## src/rtl/motor_cmd_pkg.sv

```systemverilog
// Shared types and constants for the motor command sequencer.
package motor_cmd_pkg;

  localparam int unsigned NIB_W  = 4;
  localparam int unsigned DUTY_W = 4;

  typedef enum logic [1:0] {
    IDLE     = 2'd0,
    WAIT_ARG = 2'd1,
    EXEC     = 2'd2
  } state_t;

  localparam logic [NIB_W-1:0] OP_NOP       = 4'h0;
  localparam logic [NIB_W-1:0] OP_SET_SPEED = 4'h1;
  localparam logic [NIB_W-1:0] OP_STOP      = 4'h2;
  localparam logic [NIB_W-1:0] OP_SHOW      = 4'h3;
  localparam logic [NIB_W-1:0] OP_CLR_ERR   = 4'h4;

  localparam int unsigned STATUS_MOTOR_ON   = 0;
  localparam int unsigned STATUS_AWAIT_ARG  = 1;
  localparam int unsigned STATUS_RAMPING    = 2;
  localparam int unsigned STATUS_STICKY_ERR = 3;

endpackage

```

## src/rtl/pwm_gen.sv

```systemverilog
// 16-step PWM generator; duty is sampled only at the period boundary.
module pwm_gen
  import motor_cmd_pkg::*;
#(
  parameter int unsigned PWM_DIV = 64
) (
  input  logic              FPGA_clk,
  input  logic              FPGA_reset,
  input  logic [DUTY_W-1:0] duty_i,
  input  logic              force_off_i,
  output logic              pwm_o
);

  localparam int unsigned      PRE_W    = (PWM_DIV > 1) ? $clog2(PWM_DIV) : 1;
  localparam logic [PRE_W-1:0] PRE_LAST = PRE_W'(PWM_DIV - 1);

  logic [PRE_W-1:0]  pre_q, pre_d;
  logic [DUTY_W-1:0] cnt_q, cnt_d;
  logic [DUTY_W-1:0] latched_q, latched_d;
  logic              pwm_q, pwm_d;
  logic              adv_c;

  // Prescaler, period counter, boundary latch and compare; force_off overrides immediately.
  always_comb begin
    adv_c     = (pre_q == PRE_LAST);
    pre_d     = adv_c ? '0 : pre_q + PRE_W'(1);
    cnt_d     = adv_c ? cnt_q + DUTY_W'(1) : cnt_q;
    latched_d = latched_q;
    if (adv_c && (cnt_q == '1)) begin
      latched_d = duty_i;
    end
    if (force_off_i) begin
      latched_d = '0;
    end
    pwm_d = !force_off_i && (cnt_d < latched_d);
  end

  // State registers.
  always_ff @(posedge FPGA_clk or posedge FPGA_reset) begin
    if (FPGA_reset) begin
      pre_q     <= '0;
      cnt_q     <= '0;
      latched_q <= '0;
      pwm_q     <= 1'b0;
    end else begin
      pre_q     <= pre_d;
      cnt_q     <= cnt_d;
      latched_q <= latched_d;
      pwm_q     <= pwm_d;
    end
  end

  assign pwm_o = pwm_q;

endmodule

```

## src/rtl/motor_cmd_controller.sv

```systemverilog
// Two-nibble command sequencer driving ramped motor PWM, display and status.
module motor_cmd_controller
  import motor_cmd_pkg::*;
#(
  parameter int unsigned RAMP_DIV       = 50000,
  parameter int unsigned PWM_DIV        = 64,
  parameter int unsigned TIMEOUT_CYCLES = 1000000
) (
  input  logic             FPGA_clk,
  input  logic             FPGA_reset,
  input  logic [NIB_W-1:0] spi_data_in,
  input  logic             spi_valid_in,
  output logic             motor_pwm_out,
  output logic [NIB_W-1:0] display_nibble_out,
  output logic             display_update_out,
  output logic [3:0]       status_out,
  output logic             cmd_error_out
);

  localparam int unsigned       RAMP_W    = (RAMP_DIV > 1) ? $clog2(RAMP_DIV) : 1;
  localparam logic [RAMP_W-1:0] RAMP_LAST = RAMP_W'(RAMP_DIV - 1);
  localparam int unsigned       TO_W      = (TIMEOUT_CYCLES > 1) ? $clog2(TIMEOUT_CYCLES) : 1;
  localparam logic [TO_W-1:0]   TO_LAST   = TO_W'(TIMEOUT_CYCLES - 1);

  state_t            state_q;
  logic [NIB_W-1:0]  opcode_q;
  logic [NIB_W-1:0]  arg_q;
  logic [TO_W-1:0]   to_cnt_q;
  logic              awaiting_q;
  logic              sticky_q;
  logic              cmd_error_q;
  logic [NIB_W-1:0]  disp_q;
  logic              disp_upd_q;

  logic [RAMP_W-1:0] ramp_cnt_q, ramp_cnt_d;
  logic [DUTY_W-1:0] current_q, current_d;
  logic [DUTY_W-1:0] target_q, target_d;
  logic              ramping_q, ramping_d;
  logic              motor_on_q, motor_on_d;

  logic              exec_c;
  logic              set_speed_c;
  logic              stop_c;
  logic              ramp_tick_c;

  assign exec_c      = (state_q == EXEC);
  assign set_speed_c = exec_c && (opcode_q == OP_SET_SPEED);
  assign stop_c      = exec_c && (opcode_q == OP_STOP);

  // Frame FSM: nibble assembly, timeout, opcode execution and error/display outputs.
  always_ff @(posedge FPGA_clk or posedge FPGA_reset) begin
    if (FPGA_reset) begin
      state_q     <= IDLE;
      opcode_q    <= '0;
      arg_q       <= '0;
      to_cnt_q    <= '0;
      awaiting_q  <= 1'b0;
      sticky_q    <= 1'b0;
      cmd_error_q <= 1'b0;
      disp_q      <= '0;
      disp_upd_q  <= 1'b0;
    end else begin
      cmd_error_q <= 1'b0;
      disp_upd_q  <= 1'b0;
      case (state_q)
        IDLE: begin
          if (spi_valid_in) begin
            opcode_q   <= spi_data_in;
            to_cnt_q   <= '0;
            state_q    <= WAIT_ARG;
            awaiting_q <= 1'b1;
          end
        end
        WAIT_ARG: begin
          if (spi_valid_in) begin
            arg_q      <= spi_data_in;
            state_q    <= EXEC;
            awaiting_q <= 1'b0;
          end else if (to_cnt_q == TO_LAST) begin
            state_q     <= IDLE;
            awaiting_q  <= 1'b0;
            cmd_error_q <= 1'b1;
            sticky_q    <= 1'b1;
          end else begin
            to_cnt_q <= to_cnt_q + TO_W'(1);
          end
        end
        EXEC: begin
          case (opcode_q)
            OP_NOP, OP_SET_SPEED, OP_STOP: begin
            end
            OP_SHOW: begin
              disp_q     <= arg_q;
              disp_upd_q <= 1'b1;
            end
            OP_CLR_ERR: begin
              sticky_q <= 1'b0;
            end
            default: begin
              cmd_error_q <= 1'b1;
              sticky_q    <= 1'b1;
            end
          endcase
          // A strobe on the execute cycle is the next opcode, never dropped.
          if (spi_valid_in) begin
            opcode_q   <= spi_data_in;
            to_cnt_q   <= '0;
            state_q    <= WAIT_ARG;
            awaiting_q <= 1'b1;
          end else begin
            state_q <= IDLE;
          end
        end
        default: begin
          state_q    <= IDLE;
          awaiting_q <= 1'b0;
        end
      endcase
    end
  end

  // Ramp divider and duty stepping; STOP overrides a coincident tick.
  always_comb begin
    ramp_tick_c = (ramp_cnt_q == RAMP_LAST);
    ramp_cnt_d  = ramp_tick_c ? '0 : ramp_cnt_q + RAMP_W'(1);
    target_d    = target_q;
    current_d   = current_q;
    if (set_speed_c) begin
      target_d = arg_q;
    end
    if (ramp_tick_c) begin
      if (current_q < target_d) begin
        current_d = current_q + DUTY_W'(1);
      end else if (current_q > target_d) begin
        current_d = current_q - DUTY_W'(1);
      end
    end
    if (stop_c) begin
      current_d = '0;
      target_d  = '0;
    end
    ramping_d  = (current_d != target_d);
    motor_on_d = (current_d != '0);
  end

  // Ramp and duty-derived status registers.
  always_ff @(posedge FPGA_clk or posedge FPGA_reset) begin
    if (FPGA_reset) begin
      ramp_cnt_q <= '0;
      current_q  <= '0;
      target_q   <= '0;
      ramping_q  <= 1'b0;
      motor_on_q <= 1'b0;
    end else begin
      ramp_cnt_q <= ramp_cnt_d;
      current_q  <= current_d;
      target_q   <= target_d;
      ramping_q  <= ramping_d;
      motor_on_q <= motor_on_d;
    end
  end

  pwm_gen #(
    .PWM_DIV (PWM_DIV)
  ) u_pwm_gen (
    .FPGA_clk    (FPGA_clk),
    .FPGA_reset  (FPGA_reset),
    .duty_i      (current_q),
    .force_off_i (stop_c),
    .pwm_o       (motor_pwm_out)
  );

  assign status_out[STATUS_STICKY_ERR] = sticky_q;
  assign status_out[STATUS_RAMPING]    = ramping_q;
  assign status_out[STATUS_AWAIT_ARG]  = awaiting_q;
  assign status_out[STATUS_MOTOR_ON]   = motor_on_q;

  assign display_nibble_out = disp_q;
  assign display_update_out = disp_upd_q;
  assign cmd_error_out      = cmd_error_q;

endmodule

```

## config.mk

```make
export PLATFORM = sky130hd
export DESIGN_NAME = motor_cmd_controller
export DESIGN_NICKNAME = d
export VERILOG_FILES = /design/src/rtl/motor_cmd_pkg.sv /design/src/rtl/pwm_gen.sv /design/src/rtl/motor_cmd_controller.sv
export SDC_FILE = /design/constraint.sdc
export NUM_CORES = 1
export LEC_CHECK = 0
export CORE_MARGIN = 1
export CORE_UTILIZATION = 45
export DETAILED_ROUTE_END_ITERATION = 10
export PLACE_DENSITY_LB_ADDON = 0.08
export SLEW_MARGIN = 0
export SYNTH_ARGS = -nofsm -noshare
export SYNTH_HDL_FRONTEND = slang
export SYNTH_HIERARCHICAL = 1
export SYNTH_SLANG_ARGS = --single-unit
```

## constraint.sdc

```tcl
create_clock -name FPGA_clk -period 7.7 [get_ports FPGA_clk]
set_input_delay 0.77 -clock FPGA_clk [delete_from_list [all_inputs] [get_ports FPGA_clk]]
set_output_delay 0.77 -clock FPGA_clk [all_outputs]
set_load 0.03 [all_outputs]
```

==> results.md, run 1 <==
- The run finished with clean final reports.
- Across the run, the number of max-cap violations was 0.
- The first global-routing pass estimated 13.23 mm of wire.
- The area of the core is 8721 sq um.
- After synthesis, the cell types taking the most area are dfrtp_1, ha_1, nor2_1.
- The detailed router finished its first iteration with 127 violations.
- The critical path startpoint category is a register.
- The number of CTS-inserted buffers is 9.
- For this run, the detailed router's first-pass iteration total came to 4.
- In the global route stage, overall resource usage came out at 0.1749.
- After synthesis the cells add up to 4048 sq um.
- The power density relative to cell area is 266.1 nW/um^2.
- The detail route stage leaves a number of antenna-violating nets equal to 0.
- At the end of routability-driven placement, the weighted congestion stood at 0.8845.
- The number of failing hold endpoints at the final stage came to 0.
- The proportion of register bits with asynchronous set or reset after synthesis is 1.000.
- The number of global-route vias before repair is 2795.
- The sequential area share after synthesis is 0.4884.
- Counting every sink on the clock net gives 79.
- The worst register-to-register path has a setup slack of 4.07 ns.
- The detailed-route DRC error count is 0.
- The worst register-to-register path begins at state_q[0].
- The depth of the worst register-to-register path is 13.
- The number of top-level pins is 18.
- The post-DP HPWL is 5.381 mm.
- The clock tree from TritonCTS is yes.
- The tightest min-delay check is of the register to register type.
- The post-CTS setup buffer count is 0.
- Data arrives at the worst endpoint at 3.89 ns.
- In this run, synthesis inferred 0 flip-flops with an integrated enable.
- Across all layers, the routed design uses 2892 vias.
- The critical path buffer and inverter count is 2.
- Setup violations remaining at the end of the flow were counted as 0.
- The worst path needs 3.631 ns of the cycle, external delays included.
- No sink is reached through more buffers than the 2 on the longest clock path.
- In this run the tightest slew margin relative to its limit is 0.5643.
- The signal on the critical path passes through inv_1 > ha_1 > nor3b_2 > and3b_1 > mux2i_1 > inv_1 > ha_1 > nor2b_1 > nor4_1 > o21ai_1 > and3b_1 > o32a_1 > a31oi_1.
- The critical path launch point is state_q[0].
- The hold-fix buffer count after cts is 0.
- The number of nets in the final layout is 430.
- In this run, distinct cell masters in the synthesized netlist total 56.
- The H-tree was split into 3 levels.
- The critical path depth in cells is 13.
- Summed over all cells, the static leakage comes to 0.002067 uW.
- The worst setup path endpoint is ramping_q.
- The initial antenna violation count came to 0.
- Of all cell types, the one taking the most synthesized area is dfrtp_1.
- The critical path in this run is classified as register to register.
- The floorplan step set the die width to 96.84 microns.
- The kind of end point of the critical path is a register.
- The number of nets produced by synthesis is 412.
- The least setup slack across all paths after layout is 4.069 ns.
- The post-synthesis area per instance is 10.43 sq um.
- Among all flip-flop cells after synthesis, the most frequent one is dfrtp_1.
- The highest achievable clock rate is 275.4 MHz.
- After detailed routing, the total wire length is 7.872 mm.
- The aggregate negative setup slack is 0 ns.
- Clock-pin slew was measured on the worst setup and hold paths at 0.08 ns.
- Dividing the detail-routed via count by the number of cells gives 5.572.
- For the pin with the worst max-slew slack, the measured transition is 0.6536 ns.
- After detailed routing, the average wire length per cell comes to 15.17 microns.
- On the critical path, the stage with the largest delay is an instance of dfrtp_1.
- The count of buffers added on input and output ports is 17.
- The total power is 1194 uW.
- The worst setup timing slack at the placement stage is 4.129 ns.
- The dominant cell by count in the synthesized netlist is dfrtp_1.
- The peak ir drop on the vdd network is 103.8 uV.
- The proportion of layout cells with a drive suffix above 1 is 0.09489.
- The later pin in the worst-skew pair is clocked with a latency of 0.35 ns.
- Counting flops and latches in the post-synthesis netlist gives 79.
- The worst reg2reg path endpoint is ramping_q.
- The final setup skew is 0.01481 ns.
- For this configuration, the core starts out at a cell density of 0.4641.
- Of the post-synthesis cell area, the dominant cell type holds 0.4884.
- Setup repair after global routing left no endpoint under its margin.
- On the worst path, the slowest cell contributes a delay of 0.48 ns.
- The floorplan die height is 96.84 microns.
- The die covers 9378 sq um.
- The post-cts gate resize count is 0.
- The share of the cycle needed by the critical path after routing is 0.4715.
- The final antenna diode count is 0.
- Among cell families on the critical path, the largest total delay comes from simple AND/OR/NAND/NOR gates.
- Relative to the synthesized area, the layout overhead comes to 10.85%.
- Ranked by instance count, the synthesized netlist is headed by dfrtp_1, nor2_1, nand3_1.
- The number of instances in the synthesized netlist is 388.
- In this run the worst path has a maximum fanout of 8.
- The number of pins with negative max-slew slack in the final report came to 0.
- Data on the critical path is required at its endpoint by 7.96 ns.
- The buffer type at the clock tree root is clkbuf_8.
- The number of rows in the core area is 34.
- Yosys printed 6 warnings.
- Entering global routing, the biggest net connects 53 pins.
- The tightest hold path in the finished design has a slack of 0.4616 ns.
- The total overflow left after global routing is 0.
==> cell type report <==
type,count,area (sq um)
clock buffer,13,148.9
inverter,12,45.04
multi-input combinational,285,1953
timing repair buffer,19,185.2
sequential,79,1977
tap,108,135.1
fill,785,4234
clock inverter,3,42.54
==> sequential cells by signal (all words and copies together), names as in the netlist, 2 cells and up <==
name and cells:
u_pwm_gen/cnt_q 4, arg_q 4, u_pwm_gen/pre_q 6, ramp_cnt_q 16, state_q 2, display_nibble_out 4
current_q 4, to_cnt_q 20, u_pwm_gen/latched_q 4, opcode_q 4, target_q 4
==> worst min-delay path by stage <==
stage	start	end	slack [ns]	cells past startpoint
floorplan	ramp_cnt_q[0]	ramp_cnt_q[0]	0.43	1
global placement	ramp_cnt_q[0]	ramp_cnt_q[0]	0.44	1
detailed placement	ramp_cnt_q[0]	ramp_cnt_q[0]	0.45	1
CTS	ramp_cnt_q[0]	ramp_cnt_q[0]	0.46	1
global route	ramp_cnt_q[2]	ramp_cnt_q[2]	0.50	1
finish	ramp_cnt_q[0]	ramp_cnt_q[0]	0.46	1
==> layout by cell type, fill, tap and decap left out, types with 2 or more instances in the layout <==
master	count
or2_1	3
mux2i_1	9
nor4b_1	2
mux2_2	13
a21oi_1	7
inv_1	11
nor4bb_1	3
and3b_1	3
a31oi_1	7
o41ai_1	2
o31ai_1	10
nor4_1	2
and3_1	12
and2_1	3
buf_4	2
a22o_1	2
o32ai_1	2
nor2b_1	5
clkdlybuf4s50_1	17
o21ai_1	10
ha_1	17
nand2_1	23
xnor2_1	14
a21o_1	3
clkbuf_8	10
and4_1	2
dfrtp_1	79
nor3_1	3
nand4_1	4
clkbuf_1	3
xor2_1	18
nor2_1	45
o21ai_0	15
nand3_1	24
==> routing by layer <==
metal,share of wire,global-route usage,up-vias,routed length [microns]
met1,0.49,0.2350,1439,3841
met5,0,0,-,0
met2,0.48,0.2811,35,3740
li1,-,-,1411,-
met4,0.0075,0.06889,0,59
met3,0.029,0.03035,7,231
==> per-stage QoR <==
step | std cells | area (sq um) | util
floorplan | 388 | 4048 | -
global placement | 503 | 4295 | 0.4925
detailed placement | 503 | 4295 | 0.4925
CTS | 519 | 4487 | 0.5145
global route | 519 | 4487 | 0.5145
finish | 519 | 4487 | 0.5145
==> cells by family after synthesis <==
logic type / share of synthesized area
AND/OR/NAND/NOR: 0.1944
flip-flops: 0.4884
AO/OA/AOI/OAI: 0.1079
XOR/XNOR: 0.06924
buffers and inverters: 0.02906
multiplexers: 0.05842
adder cells (fa/ha/maj): 0.05255
==> where the power goes <==
| part | switching (uW) | leakage (uW) | internal [uW] |
|---|---|---|---|
| Sequential | 48.1 | 0.00104 | 469 |
| Clock | 148 | 0.0000936 | 159 |
| Combinational | 222 | 0.000934 | 149 |
| Total | 418 | 0.00207 | 776 |
Power figures use the tool's default switching activity.
==> inputs of run 2 (changes only) <==
- clock period: 7.7 -> 3.6 ns (I/O delays scaled with it)
==> run 2 against run 1 <==
- global-route usage grew 1.1 points
- cell count is 1.2% higher
- clock skew fell by 0.0042 ns
- hold slack lost 0.0012 ns
- design area rose by 0.36%
- utilization up 0.19 points
- first-iteration DRC count shrank 36%
- sequential power rose by 110%
- non-clock buffer count up 6
- die area is the same
- maximum frequency rose by 11%
- critical path type unchanged
- largest cell class unchanged
==> results.md, run 2 (synthesis results as in run 1) <==
- The cell with the largest stage delay on the worst path is dfrtp_1 (unchanged).
- The kind of end point of the critical path is a register (unchanged).
- The starting density of the core came to 0.4641 (unchanged).
- The cell occurring most often along the worst timing path is ha_1.
- The static leakage power is 0.002079 uW (was 0.002067 uW).
- The number of failing hold endpoints at the final stage is 0 (unchanged).
- The total via count after detailed routing is 2878 (was 2892).
- Setup repair after global routing missed its margin: false (unchanged).
- The area of the core is 8721 sq um (unchanged).
- The pin count of the biggest net entering global routing is 40 (was 53).
- The number of pins with negative max-slew slack in the final report is 0 (unchanged).
- The level count of the clock H-tree was 3 (unchanged).
- The width of the die is 96.84 microns (unchanged).
- The most common cell after layout, fill and taps aside is dfrtp_1 (unchanged).
- The delay contributed by the slowest stage of the critical path is 0.38 ns (was 0.48 ns).
- The maximum fanout along the worst path is 6 (was 8).
- Sequence of cells on the critical path: inv_1 > ha_1 > nor3b_2 > and3b_2 > mux2i_1 > ha_1 > nor2b_1 > o211a_1 > nor2_1 > xnor2_1 > and3b_1 > o32a_1 > a31oi_1 (was inv_1 > ha_1 > nor3b_2 > and3b_1 > mux2i_1 > inv_1 > ha_1 > nor2b_1 > nor4_1 > o21ai_1 > and3b_1 > o32a_1 > a31oi_1).
- The clock latency reported for the late side of the worst-skew pair is 0.35 ns (about the same).
- The time the final worst path needs with I/O delays and setup was 3.276 ns (was 3.631 ns).
- Top library cells by usage in the layout, fill and taps aside: dfrtp_1, nor2_1, nand3_1 (unchanged).
- The worst hold slack is 0.4604 ns (was 0.4616 ns).
- The share of the cycle needed by the critical path after routing is 0.9100 (was 0.4715).
- The type of the tightest min-delay check is register to register (unchanged).
- The count of buffers from port buffering is 17 (unchanged).
- The detailed-route DRC error count was 0 (unchanged).
- The proportion of layout cells with a drive suffix above 1 is 0.1127 (was 0.09489).
- The clock tree from TritonCTS was yes (unchanged).
- The final setup violation count was 0 (unchanged).
- The number of nets in the final layout is 436 (was 430).
- The power density relative to cell area is 557.8 nW/um^2 (was 266.1 nW/um^2).
- The overall die area is 9378 sq um (unchanged).
- The flip-flop count of the largest register, all copies and words added is 20 (unchanged).
- The routed length per instance is 15.26 microns (was 15.17 microns).
- The critical path class is register to register (unchanged).
- The total instance count after detailed placement is 509 (was 503).
- The total of fill cells in the finished design is 799 (was 785).
- The maximum count of clock buffers along a single path is 2 (unchanged).
- The aggregate negative setup slack is 0 ns (unchanged).
- Result of the run: finished clean (unchanged).
- The area of all placed cells without fillers is 4503 sq um (was 4487 sq um).
- The post-CTS setup buffer count was 0 (unchanged).
- The final wirelength is 8.013 mm (was 7.872 mm).
- The number of top-level pins was 18 (unchanged).
- The number of nets still failing antenna checks after routing is 0 (unchanged).
- Registers with the most flip-flops: to_cnt_q (20), ramp_cnt_q (16), u_pwm_gen/pre_q (6) (unchanged).
- The transition at the pin with the smallest max-transition slack is 0.8187 ns (was 0.6536 ns).
- The number of CTS-inserted buffers is 9 (unchanged).
- The number of max-cap violations was 0 (unchanged).
- The number of global-route vias before repair is 2848 (was 2795).
- The placed cell area is 4340 sq um (was 4295 sq um).
- The aggregate global routing overflow is 0 (unchanged).
- The area growth from synthesis to final layout is 11.25% (was 10.85%).
- The post-CTS clock slew at the launch and capture registers of the worst setup and hold paths is 0.08 ns (about the same).
- The first-iteration detailed-routing DRC count is 81 (was 127).
- The routability congestion estimate from global placement is 0.8733 (was 0.8845).
- The critical path startpoint category was a register (unchanged).
- The critical path arrival is 3.54 ns (was 3.89 ns).
- The number of rows in the core area is 34 (unchanged).
- The initial antenna violation count is 0 (unchanged).
- The global-route total usage across every layer is 0.1857 (was 0.1749).
- The worst slew slack as a fraction of its limit was 0.4534 (was 0.5643).
- The peak ir drop on the vdd network is 203.6 uV (was 103.8 uV).
- The post-DP HPWL was 5.558 mm (was 5.381 mm).
- The number of cells in the finished layout apart from fillers is 525 (was 519).
- The final setup skew is 0.01060 ns (was 0.01481 ns).
- The wire length of the first global-routing pass is 13.90 mm (was 13.23 mm).
- The register name with the most flops is to_cnt_q (unchanged).
- The vias per cell was 5.482 (was 5.572).
- The detailed-routing iteration count for the pre-antenna-repair pass came to 4 (unchanged).
- The buffer type at the clock tree root is clkbuf_8 (unchanged).
- The final antenna diode count is 0 (unchanged).
- The data required time at the worst endpoint is 3.87 ns (was 7.96 ns).
- The floorplan die height was 96.84 microns (unchanged).
- The highest achievable clock rate is 305.3 MHz (was 275.4 MHz).
- The number of sinks driven by the clock tree is 79 (unchanged).
-- run 2: cell count changes in the layout (fill, tap and decap cells not counted), sizes merged --
| cell | change |
|---|---|
| clkinv | +2 |
| clkbuf | -1 |
| buf | +6 |
| bufinv | -1 |
-- run 2: final timing paths --
check                              start                      to  slack, ns  depth (start not counted)
max                           state_q[0]               ramping_q       0.32                         13
max reg2reg                   state_q[0]               ramping_q       0.32                         13
min in group asynchronous     FPGA_reset  u_pwm_gen/latched_q[3]       0.49                          2
min                        ramp_cnt_q[0]           ramp_cnt_q[0]       0.46                          1
max in group asynchronous     FPGA_reset   display_nibble_out[0]       2.28                          3
min reg2reg                ramp_cnt_q[0]           ramp_cnt_q[0]       0.46                          1
-- run 2: layout make-up --
type / instances / area (sq um) / area share
Sequential cell: 79 / 1977 / 0.4390
Multi-Input combinational cell: 285 / 1958 / 0.4348
Timing Repair Buffer: 25 / 230.2 / 0.05113
Clock buffer: 12 / 135.1 / 0.03001
Tap cell: 108 / 135.1 / 0.03001
Inverter: 12 / 45.04 / 0.01000
Clock inverter: 4 / 22.52 / 0.005001
-- run 2: timing repair --
item,in CTS,in global routing
gates resized for setup,0,2
endpoints found under the setup margin,0,2
hold buffers,0,0
-- run 2: metal layers --
metal | track usage | vias to the layer above | part of all wire
met4 | 0.07922 | 0 | 0.017
met3 | 0.03902 | 9 | 0.025
met1 | 0.2593 | 1410 | 0.50
met5 | 0 | - | 0
met2 | 0.2795 | 35 | 0.45
li1 | - | 1424 | -
-- run 2: metrics by stage --
step / utilization / setup WS (ns) / power (uW)
after floorplan: - / 0.4115 / 1722
after global placement: 0.4977 / 0.3470 / 1948
after detailed placement: 0.4977 / 0.2939 / 1961
after CTS: 0.5158 / 0.2573 / 2543
after global routing: 0.5164 / 0.03815 / 2684
final: 0.5164 / 0.3242 / 2512
-- run 2: critical path: cells and delay by family (launching register included) --
| family | cells | cell delay [ns] |
|---|---|---|
| AO/OA/AOI/OAI | 3 | 0.74 |
| AND/OR/NAND/NOR | 5 | 1.08 |
| flip-flops | 1 | 0.38 |
| multiplexers | 1 | 0.26 |
| XOR/XNOR | 1 | 0.12 |
| buffers and inverters | 1 | 0.09 |
| adder cells (fa/ha/maj) | 2 | 0.52 |
-- run 2: report_power, final --
group          switching, uW  leakage, uW  total [uW]  internal (uW)
logic                    502     0.000959         848            346
registers               92.3      0.00104        1090           1000
clock network            321    0.0000801         569            248
total                    916      0.00208        2510           1600
==> inputs of run 3 (changes only) <==
- clock period: 3.6 -> 2.9 ns (I/O delays scaled with it)
==> run 3 against run 2 <==
- sequential cell count unchanged
- sequential share of layout area decreased by 2.4 points
- hold slack got worse by 0.13 ns
- the flow now finishes with violations (setup timing)
- setup slack lost 0.33 ns
- critical path depth did not move
- cell count grew 1.7%
==> results.md, run 3 (synthesis results as in run 1) <==
- The most heavily used metal layer in global routing is met2 (unchanged).
- The clock latency reported for the late side of the worst-skew pair is 0.35 ns (about the same).
- The most common cell after layout, fill and taps aside is dfrtp_1 (unchanged).
- The met2 routing resource usage after global routing is 0.2996 (was 0.2795).
- The overall die area is 9378 sq um (unchanged).
- The number of rows in the core area is 34 (unchanged).
- The final setup violation count was 1 (was 0).
- Top library cells by usage in the layout, fill and taps aside: dfrtp_1, nor2_1, nand3_1 (unchanged).
- The wire length of the first global-routing pass came to 14.15 mm (was 13.90 mm).
- The clock tree from TritonCTS is yes (unchanged).
- The number of global-route vias before repair is 2956 (was 2848).
- The number of max-cap violations is 0 (unchanged).
- Setup repair after global routing missed its margin: true (was false).
- The register name with the most flops is to_cnt_q (unchanged).
- The placed cell area is 4459 sq um (was 4340 sq um).
- The area growth from synthesis to final layout was 17.77% (was 11.25%).
- The final reports fail on setup timing.
- The proportion of layout cells with a drive suffix above 1 is 0.1831 (was 0.1127).
- The floorplan die height is 96.84 microns (unchanged).
- The critical path class is register to register (unchanged).
- The global routing met1 resource utilization is 0.2608 (was 0.2593).
- The maximum count of clock buffers along a single path is 2 (unchanged).
- The worst setup timing slack at the placement stage came to -0.1121 ns (was 0.2939 ns).
- The total via count after detailed routing is 2926 (was 2878).
- The highest achievable clock rate was 344.1 MHz (was 305.3 MHz).
- The data required time at the worst endpoint is 3.13 ns (was 3.87 ns).
- The global-route met3 utilization was 0.02818 (was 0.03902).
- The first-iteration detailed-routing DRC count is 90 (was 81).
- The initial antenna violation count is 0 (unchanged).
- The kind of cell adding the most delay to the critical path is simple AND/OR/NAND/NOR gates (unchanged).
- The critical path buffer and inverter count is 1 (unchanged).
- The area of all placed cells without fillers is 4767 sq um (was 4503 sq um).
- Result of the run: finished, violations left (was finished clean).
- The number of CTS-inserted buffers is 9 (unchanged).
- The kind of end point of the critical path was a register (unchanged).
- Sequence of cells on the critical path: inv_2 > ha_4 > nor3b_4 > and3b_2 > mux2i_4 > ha_4 > nor2b_4 > o211a_4 > o21ai_2 > a21oi_1 > xnor2_1 > xnor2_1 > a31oi_1 (was inv_1 > ha_1 > nor3b_2 > and3b_2 > mux2i_1 > ha_1 > nor2b_1 > o211a_1 > nor2_1 > xnor2_1 > and3b_1 > o32a_1 > a31oi_1).
- Registers with the most flip-flops: to_cnt_q (20), ramp_cnt_q (16), u_pwm_gen/pre_q (6) (unchanged).
- The flip-flop count of the largest register, all copies and words added is 20 (unchanged).
- The static leakage power was 0.002174 uW (was 0.002079 uW).
- The number of sinks driven by the clock tree is 79 (unchanged).
- The type of the tightest min-delay check is input pin to async pin (was register to register).
- The global-route total usage across every layer is 0.1881 (was 0.1857).
- The transition at the pin with the smallest max-transition slack is 0.6312 ns (was 0.8187 ns).
- The routability congestion estimate from global placement was 0.8856 (was 0.8733).
- The width of the die is 96.84 microns (unchanged).
- The count of buffers from port buffering is 17 (unchanged).
- The post-DP HPWL is 5.708 mm (was 5.558 mm).
- The detailed-route DRC error count is 0 (unchanged).
- The power density relative to cell area is 713.1 nW/um^2 (was 557.8 nW/um^2).
- The buffer type at the clock tree root is clkbuf_8 (unchanged).
- The number of pins with negative max-slew slack in the final report is 0 (unchanged).
- The share of the cycle needed by the critical path after routing is 1.002 (was 0.9100).
- The level count of the clock H-tree was 3 (unchanged).
- The area of the core is 8721 sq um (unchanged).
- The delay contributed by the slowest stage of the critical path is 0.41 ns (was 0.38 ns).
- The starting density of the core is 0.4641 (unchanged).
- The detailed-routing iteration count for the pre-antenna-repair pass came to 4 (unchanged).
- The number of cells in the finished layout apart from fillers is 534 (was 525).
- The number of nets still failing antenna checks after routing is 0 (unchanged).
- The final wirelength is 8.340 mm (was 8.013 mm).
- The number of failing hold endpoints at the final stage is 0 (unchanged).
- The aggregate negative setup slack is -0.006151 ns (was 0 ns).
- The vias per cell is 5.479 (was 5.482).
- The peak ir drop on the vdd network is 411.7 uV (was 203.6 uV).
- The total of fill cells in the finished design was 750 (was 799).
- The number of nets in the final layout is 445 (was 436).
- The cell with the largest stage delay on the worst path is dfrtp_2 (was dfrtp_1).
- The number of top-level pins is 18 (unchanged).
- The maximum fanout along the worst path came to 4 (was 6).
- The time the final worst path needs with I/O delays and setup was 2.906 ns (was 3.276 ns).
- The least setup slack across all paths after layout is -0.006151 ns (was 0.3242 ns).
- The critical path arrival is 3.14 ns (was 3.54 ns).
- The pin count of the biggest net entering global routing is 37 (was 40).
- The final setup skew was 0.01167 ns (was 0.01060 ns).
- The post-CTS clock slew at the launch and capture registers of the worst setup and hold paths was 0.09 ns (was 0.08 ns).
- The routed length per instance came to 15.62 microns (was 15.26 microns).
- The worst slew slack as a fraction of its limit is 0.5786 (was 0.4534).
- The total instance count after detailed placement is 516 (was 509).
- The aggregate global routing overflow is 0 (unchanged).
- The critical path startpoint category was a register (unchanged).
- The final antenna diode count is 0 (unchanged).
## run 3: cell types whose count changed in the layout (fill, tap and decap cells not counted), sizes merged
cell      previous run  this run
clkinvlp             1         2
buf                  8        17
bufinv               0         1
clkbuf              12        10
## run 3: what timing repair did
item | 4_1_cts | 5_1_grt
pin swaps | 1 | 4
gates resized for setup | 3 | 13
endpoints found under the setup margin | 2 | 4
endpoints found under the hold margin | 0 | 0
buffers inserted | 2 | 0
hold buffers | 0 | 0
## run 3: layout make-up
class / count / area (sq um) / area share
clock buffers: 10 / 137.6 / 0.02887
clock inverters: 6 / 60.06 / 0.01260
inverters: 12 / 45.04 / 0.009449
multi-input cells: 285 / 2101 / 0.4407
flip-flops and latches: 79 / 1978 / 0.4150
well taps: 108 / 135.1 / 0.02835
repair buffers: 34 / 310.3 / 0.06509
## run 3: final timing paths
check | from | to | slack (ns) | cells past startpoint
max reg2reg | state_q[0] | ramping_q | -0.006 | 13
max | state_q[0] | ramping_q | -0.006 | 13
min in group FPGA_clk | ramp_cnt_q[0] | ramp_cnt_q[0] | 0.47 | 1
min reg2reg | ramp_cnt_q[0] | ramp_cnt_q[0] | 0.47 | 1
min | FPGA_reset | u_pwm_gen/cnt_q[2] | 0.33 | 2
max in group asynchronous | FPGA_reset | to_cnt_q[8] | 1.93 | 3
## run 3: per-stage QoR
step	total power, uW	hold slack [ns]	utilization
finish	3400	0.3338	0.5466
global route	3612	0.3781	0.5466
CTS	3367	0.3635	0.5367
detailed placement	2519	0.4576	0.5113
global placement	2498	0.4347	0.5113
floorplan	2190	0.1915	-
## run 3: power by group
part / switching (uW) / total [uW] / internal [uW]
logic: 668 / 1180 / 513
registers: 139 / 1390 / 1250
clock network: 416 / 833 / 417
## run 3: routing by layer
layer	up-vias	share of wire
li1	1443	-
met1	1440	0.50
met2	35	0.47
met3	8	0.023
met4	0	0.014
met5	-	0
